<file path="src/rtl/adrv9001_tx_pkg.sv">
// Shared definitions for the ADRV9001 TX enable sequencer.
// State encoding, data source selects and counter sizes.
package adrv9001_tx_pkg;

  typedef enum logic [1:0] {
    ST_IDLE   = 2'd0,
    ST_RF_ON  = 2'd1,
    ST_ACTIVE = 2'd2,
    ST_RF_OFF = 2'd3
  } tx_state_t;

  localparam logic [1:0] SRC_STREAM = 2'd0;
  localparam logic [1:0] SRC_CONST  = 2'd1;
  localparam logic [1:0] SRC_ZERO   = 2'd2;

  localparam int UF_WIDTH = 16;
  localparam logic [UF_WIDTH-1:0] UF_MAX = '1;

  function automatic logic is_stream(input logic [1:0] src);
    return src == SRC_STREAM;
  endfunction

endpackage

</file>
<file path="src/rtl/adrv9001_tx_delay_cnt.sv">
// Sample-rate divider and loadable down-counter that is
// decremented once per sample tick while nonzero.
module adrv9001_tx_delay_cnt #(
  parameter int CNT_WIDTH = 16,
  parameter int CE_DIV    = 2
) (
  input  logic                 clk,
  input  logic                 rst,
  input  logic                 load,
  input  logic [CNT_WIDTH-1:0] load_val,
  output logic                 ce,
  output logic                 zero
);

  localparam int DIV_W = (CE_DIV > 1) ? $clog2(CE_DIV) : 1;
  localparam logic [DIV_W-1:0] DIV_LAST = DIV_W'(CE_DIV - 1);

  logic [DIV_W-1:0]     div_cnt;
  logic [CNT_WIDTH-1:0] cnt;

  assign ce   = (div_cnt == DIV_LAST);
  assign zero = (cnt == '0);

  // Free-running modulo-CE_DIV divider; CE_DIV=1 pins it at 0
  always_ff @(posedge clk or posedge rst) begin
    if (rst) begin
      div_cnt <= '0;
    end else if (div_cnt == DIV_LAST) begin
      div_cnt <= '0;
    end else begin
      div_cnt <= div_cnt + DIV_W'(1);
    end
  end

  // Load has priority; otherwise count down on each sample tick
  always_ff @(posedge clk or posedge rst) begin
    if (rst) begin
      cnt <= '0;
    end else if (load) begin
      cnt <= load_val;
    end else if (ce && !zero) begin
      cnt <= cnt - CNT_WIDTH'(1);
    end
  end

endmodule

</file>
<file path="src/rtl/adrv9001_tx_enable_ctrl.sv">
// ADRV9001 TX channel enable sequencer and transmit data gate.
// Drives the enable pin, the SSI run enable and the word source.
module adrv9001_tx_enable_ctrl
  import adrv9001_tx_pkg::*;
#(
  parameter int CNT_WIDTH  = 16,
  parameter int CE_DIV     = 2,
  parameter int DATA_WIDTH = 32
) (
  input  logic                  clk,
  input  logic                  rst,
  input  logic                  enable,
  input  logic                  enable_mode,
  input  logic [CNT_WIDTH-1:0]  enable_delay,
  input  logic [CNT_WIDTH-1:0]  disable_delay,
  input  logic [1:0]            data_src,
  input  logic [DATA_WIDTH-1:0] const_data,
  input  logic [DATA_WIDTH-1:0] s_axis_tdata,
  input  logic                  s_axis_tvalid,
  output logic                  s_axis_tready,
  input  logic                  m_ready,
  output logic [DATA_WIDTH-1:0] m_data,
  output logic                  adrv9001_enable,
  output logic                  ssi_enable,
  input  logic                  underflow_clr,
  output logic [UF_WIDTH-1:0]   underflow_cnt,
  output logic [1:0]            state
);

  tx_state_t cur_state;
  logic      mode_pin;

  logic                 unused_ce;
  logic                 zero;
  logic                 start_pin;
  logic                 stop_pin;
  logic                 load;
  logic [CNT_WIDTH-1:0] load_val;

  logic                  word_take;
  logic                  starve;
  logic [DATA_WIDTH-1:0] next_word;
  logic [DATA_WIDTH-1:0] data_q;

  assign state = cur_state;

  // Counter is loaded only on entry to the RF_ON / RF_OFF windows
  assign start_pin = (cur_state == ST_IDLE) & enable & enable_mode;
  assign stop_pin  = (cur_state == ST_ACTIVE) & ~enable & mode_pin;
  assign load      = start_pin | stop_pin;
  assign load_val  = start_pin ? enable_delay : disable_delay;

  adrv9001_tx_delay_cnt #(
    .CNT_WIDTH (CNT_WIDTH),
    .CE_DIV    (CE_DIV)
  ) u_delay_cnt (
    .clk      (clk),
    .rst      (rst),
    .load     (load),
    .load_val (load_val),
    .ce       (unused_ce),
    .zero     (zero)
  );

  // Enable sequencer; the pin tracks the state, SSI lags it a clock
  always_ff @(posedge clk or posedge rst) begin
    if (rst) begin
      cur_state       <= ST_IDLE;
      mode_pin        <= 1'b0;
      adrv9001_enable <= 1'b0;
      ssi_enable      <= 1'b0;
    end else begin
      ssi_enable <= (cur_state == ST_ACTIVE) |
                    (cur_state == ST_RF_OFF);
      case (cur_state)
        ST_IDLE: begin
          if (enable) begin
            mode_pin <= enable_mode;
            if (enable_mode) begin
              cur_state       <= ST_RF_ON;
              adrv9001_enable <= 1'b1;
            end else begin
              cur_state       <= ST_ACTIVE;
              adrv9001_enable <= 1'b0;
            end
          end
        end
        ST_RF_ON: begin
          if (!enable) begin
            cur_state       <= ST_IDLE;
            adrv9001_enable <= 1'b0;
          end else if (zero) begin
            cur_state       <= ST_ACTIVE;
            adrv9001_enable <= mode_pin;
          end
        end
        ST_ACTIVE: begin
          if (!enable) begin
            if (mode_pin) begin
              cur_state       <= ST_RF_OFF;
              adrv9001_enable <= 1'b1;
            end else begin
              cur_state       <= ST_IDLE;
              adrv9001_enable <= 1'b0;
            end
          end
        end
        ST_RF_OFF: begin
          if (enable) begin
            cur_state       <= ST_ACTIVE;
            adrv9001_enable <= mode_pin;
          end else if (zero) begin
            cur_state       <= ST_IDLE;
            adrv9001_enable <= 1'b0;
          end
        end
        default: begin
          cur_state       <= ST_IDLE;
          adrv9001_enable <= 1'b0;
        end
      endcase
    end
  end

  assign word_take     = ssi_enable & m_ready;
  assign s_axis_tready = word_take & is_stream(data_src);
  assign starve        = s_axis_tready & ~s_axis_tvalid;

  // Word offered to the unpacker for the selected source
  always_comb begin
    next_word = '0;
    case (data_src)
      SRC_STREAM: next_word = s_axis_tvalid ? s_axis_tdata : '0;
      SRC_CONST:  next_word = const_data;
      default:    next_word = '0;
    endcase
  end

  // Output word register, cleared while the SSI is stopped
  always_ff @(posedge clk or posedge rst) begin
    if (rst) begin
      data_q <= '0;
    end else if (!ssi_enable) begin
      data_q <= '0;
    end else if (m_ready) begin
      data_q <= next_word;
    end
  end

  assign m_data = ssi_enable ? data_q : '0;

  // Saturating underflow counter; clear beats a same-cycle increment
  always_ff @(posedge clk or posedge rst) begin
    if (rst) begin
      underflow_cnt <= '0;
    end else if (underflow_clr) begin
      underflow_cnt <= '0;
    end else if (starve && underflow_cnt != UF_MAX) begin
      underflow_cnt <= underflow_cnt + UF_WIDTH'(1);
    end
  end

endmodule

</file>
<file path="config.mk">
export PLATFORM = sky130hd
export DESIGN_NAME = adrv9001_tx_enable_ctrl
export DESIGN_NICKNAME = d
export VERILOG_FILES = /design/src/rtl/adrv9001_tx_pkg.sv /design/src/rtl/adrv9001_tx_delay_cnt.sv /design/src/rtl/adrv9001_tx_enable_ctrl.sv
export SDC_FILE = /design/constraint.sdc
export NUM_CORES = 1
export LEC_CHECK = 0
export ABC_AREA = 1
export ABC_CLOCK_PERIOD_IN_PS = 2000
export CAP_MARGIN = 15
export CORE_MARGIN = 2
export CORE_UTILIZATION = 41
export DETAILED_ROUTE_END_ITERATION = 12
export PLACE_DENSITY = 0.76
export SETUP_SLACK_MARGIN = 0.5
export SYNTH_ARGS = -nofsm -noshare
export SYNTH_HDL_FRONTEND = slang
export SYNTH_SLANG_ARGS = --single-unit
</file>
<file path="constraint.sdc">
create_clock -name clk -period 2 [get_ports clk]
set_input_delay 0.4 -clock clk [delete_from_list [all_inputs] [get_ports clk]]
set_output_delay 0.4 -clock clk [all_outputs]
set_load 0.05 [all_outputs]
</file>
==> impl_metrics.csv <==
group,metric,value,unit
sta,period_share,92.0,%
routing,ant_nets,0,
global_route,grt.busiest_layer,"met2",
worst_setup_path,regToRegSetupSlack,310,ps
cells_and_area,multi_input_area,2940,um^2
cells_and_area,seq_area,1780,um^2
clocking,numCtsBuffers,9,
synth,netlist_area,4440,um^2
sta,slew_headroom,63.9,%
clocking,clk_pin_slew,80,ps
power,p_int,4.02,mW
power,ir_drop,0.785,mV
power,p_sw_share,42.1,%
synth,synth-main-ff-cell,"dfrtp_1",
routing,vias,5433,
floorplan,die_h,108,um
worst_setup_path,start_kind,"flip-flop",
worst_setup_path,cp_common_cell,"buf_12",
global_route,grt_pass1_vias,4964,
global_route,use_met1,31.5,%
routing,routedWlPerCell,17.4,um
sta,max_slew.worst_pin.slew,541,ps
sta,fin_skew,11.8,ps
routing,drc_errors,0,
synth,syn_area_per_cell,7.10,um^2
synth,synth_top_area_share,39.4,%
synth,synth.most_common_cell,"nand2_1",
worst_setup_path,path_cells,"buf_12 > nand2_4 > clkinvlp_4 > buf_12",
placement,port_buffers,157,
sta,fin_crit,1840,ps
clocking,cts_sinks,70,
synth,synth_edf_count,0,
power,finalPower,6.95,mW
synth,syn_inst,626,
worst_setup_path,worstPathRequired,1600,ps
clocking,clkLatencyLatePin,340,ps
routing,drtIter0Drc,461,
power,p_comb_share,50.7,%
placement,detailed_place_hpwl,10.5,mm
worst_setup_path,reg2reg_depth,8,
global_route,grt_util_met3,3.56,%
synth,yosys-top-cells-count,"nand2_1 (201), nand3_1 (74), inv_1 (71), dfrtp_1 (70), nor2_1 (54)",
worst_setup_path,r2r_start,"ssi_enable$_DFF_PP0_",
worst_setup_path,crit_fanout,9,
synth,syn_nets,733,
sta,setup_viol,0,
flow_run,cap_violations,0,
worst_setup_path,path_buf_inv,3,
synth,async_flop_share,100,%
power,clock_power_share,18.9,%
cells_and_area,syn2layout_area_growth,80.5,%
routing,vias_per_cell,5.57,
power,power.leakage,3.71,nW
floorplan,coreArea,10700,um^2
global_route,antenna_found_initial,0,
sta,rsz0062_at_grt,"true",
synth,ys_top_cells_by_area,"dfrtp_1 (39%), nand2_1 (17%), nand3_1 (8.3%)",
clocking,ctsHoldBuffers,0,
synth,seq_area_frac_synth,39.4,%
sta,fin_setup_tns,0,ps
global_route,met2_usage,45.6,%
worst_setup_path,path_class,"reg -> out",
routing,wirelength,16.9,mm
cells_and_area,fillers,718,
outcome,status,"finished, final reports clean",
floorplan,fp-row-count,38,
power,seqPwrFrac,30.3,%
cells_and_area,antenna_cells,0,
worst_setup_path,worstReg2RegEnd,"data_q[17]$_DFFE_PP0P_",
sta,setup_slack,159,ps
power,p_sw,2.92,mW
cells_and_area,drive_above_1_share,35.4,%
global_route,grt_pass1_wl,23.9,mm
power,power_density,867,nW/um^2
synth,synth_top_area_cell,"dfrtp_1",
sta,fmax,543,MHz
global_route,grt_max_degree,71,
synth,synth_seq_cells,70,
floorplan,start_util,41.5,%
clocking,cts_tree,"yes",
global_route,grtUsageTotal,25.4,%
clocking,cts_buffer_depth,2,
worst_setup_path,cpPeakStageDelay,570,ps
sta,hold_viol,0,
synth,synth_cell_type_count,34,
global_route,grt-ovfl-total,0,
sta,slew_viol_final,0,
worst_setup_path,critPathSlowestCell,"dfrtp_4",
floorplan,die_x,108,um
clocking,htreeDepth,3,
placement,gp_congestion,0.911,
worst_setup_path,cpLargestDelayFamily,"flip-flops",
worst_setup_path,critical_path_arrival,1440,ps
routing,first_pass_iters,7,
placement,pre_cts_ws,-58.7,ps
synth,yosys_warnings,0,
floorplan,dieArea,11700,um^2
worst_setup_path,cp-end-kind,"output port",
clocking,clock-root-buffer,"clkbuf_8",
cells_and_area,nets,937,
min_path,min_path_type,"in -> async",
floorplan,ioPinCount,158,
stage by stage:
step	cells	util [%]	cell area (um^2)	hold slack (ps)
detailed placement	914	65.3	6990	485
finish	975	74.9	8020	486
global route	975	74.9	8020	497
global placement	914	65.3	6990	486
CTS	951	69.8	7460	511
floorplan	626	-	4940	497
cell type report:
cell class / count / area share (%)
multi-input combinational: 460 / 36.7
timing repair buffer: 214 / 30.6
sequential: 70 / 22.3
inverter: 73 / 5.12
tap: 140 / 2.18
clock buffer: 11 / 1.89
clock inverter: 5 / 1.01
timing repair inverter: 2 / 0.203
how the worst max path moves through the flow:
stage / cells after the start / to / from
4_1_cts: 4 / m_data[7] / ssi_enable$_DFF_PP0_
6_report: 4 / m_data[20] / ssi_enable$_DFF_PP0_
2_1_floorplan: 9 / underflow_cnt[2]$_DFFE_PP0P_ / underflow_cnt[0]$_DFFE_PP0P_
3_3_place_gp: 8 / u_delay_cnt.cnt[5]$_DFFE_PP0P_ / enable
5_1_grt: 4 / m_data[20] / ssi_enable$_DFF_PP0_
3_5_place_dp: 8 / u_delay_cnt.cnt[6]$_DFFE_PP0P_ / enable
per-layer routing:
layer	part of all wire (%)	up-vias
met5	0	-
met4	3.5	0
met3	7.8	60
met2	51	306
met1	37	2593
li1	-	2474
sequential cells by signal, summed over array words and instances, names as in the netlist:
signal / cells
data_q: 32
u_delay_cnt.cnt: 16
underflow_cnt: 16
state: 2
adrv9001_enable: 1
mode_pin: 1
ssi_enable: 1
u_delay_cnt.ce: 1
worst min-delay path, stage by stage:
cell and delay [ps]:
clkdlybuf4s50_1 440, clkinvlp_4 90, buf_12 300
cell families (layout without fill, tap and decap cells):
family | Yosys count | count (layout) | synth area share (%)
compound gates | 71 | 73 | 11.3
fa+ha+maj | 2 | 2 | 0.563
xor+xnor | 10 | 10 | 1.97
buf+inv | 103 | 305 | 10.1
flops | 70 | 70 | 39.4
simple gates | 370 | 375 | 36.6
power groups by stage:
stage / Clock [mW] / Sequential [mW] / Combinational (mW)
after floorplan: 0 / 2.05 / 1.69
after global placement: 0 / 2.03 / 2.41
after detailed placement: 0 / 2.04 / 2.48
after CTS: 1.34 / 2.00 / 2.79
after global routing: 1.41 / 2.13 / 3.76
final: 1.32 / 2.11 / 3.53
repair_timing:
action / 4_1_cts / 5_1_grt
resized for setup: 103 / 100
endpoints found under the setup margin: 93 / 99
buffers inserted: 15 / 16
endpoints found under the hold margin: 0 / 0
gates cloned: 6 / 8
pin swaps: 8 / 33
placed cells by master, fill, tap and decap left out, types with 5 or more instances in the layout:
cell type	instances
clkbuf_8	11
buf_4	37
dfrtp_2	23
o21ai_1	11
buf_2	16
clkinvlp_4	35
buf_6	11
nor2_1	38
xor2_1	8
o21ai_0	11
inv_2	5
nand3_1	64
nand2_8	6
nand3b_1	5
nor2_2	7
o211ai_1	9
inv_1	34
dfrtp_1	46
nand2_4	35
buf_12	39
clkdlybuf4s50_1	100
a32oi_1	17
nor3_1	7
nor2_4	16
nand4_1	14
nand3_2	9
nand2_1	157
nand2_2	11
Note: power is estimated with default switching activity, not from simulation.
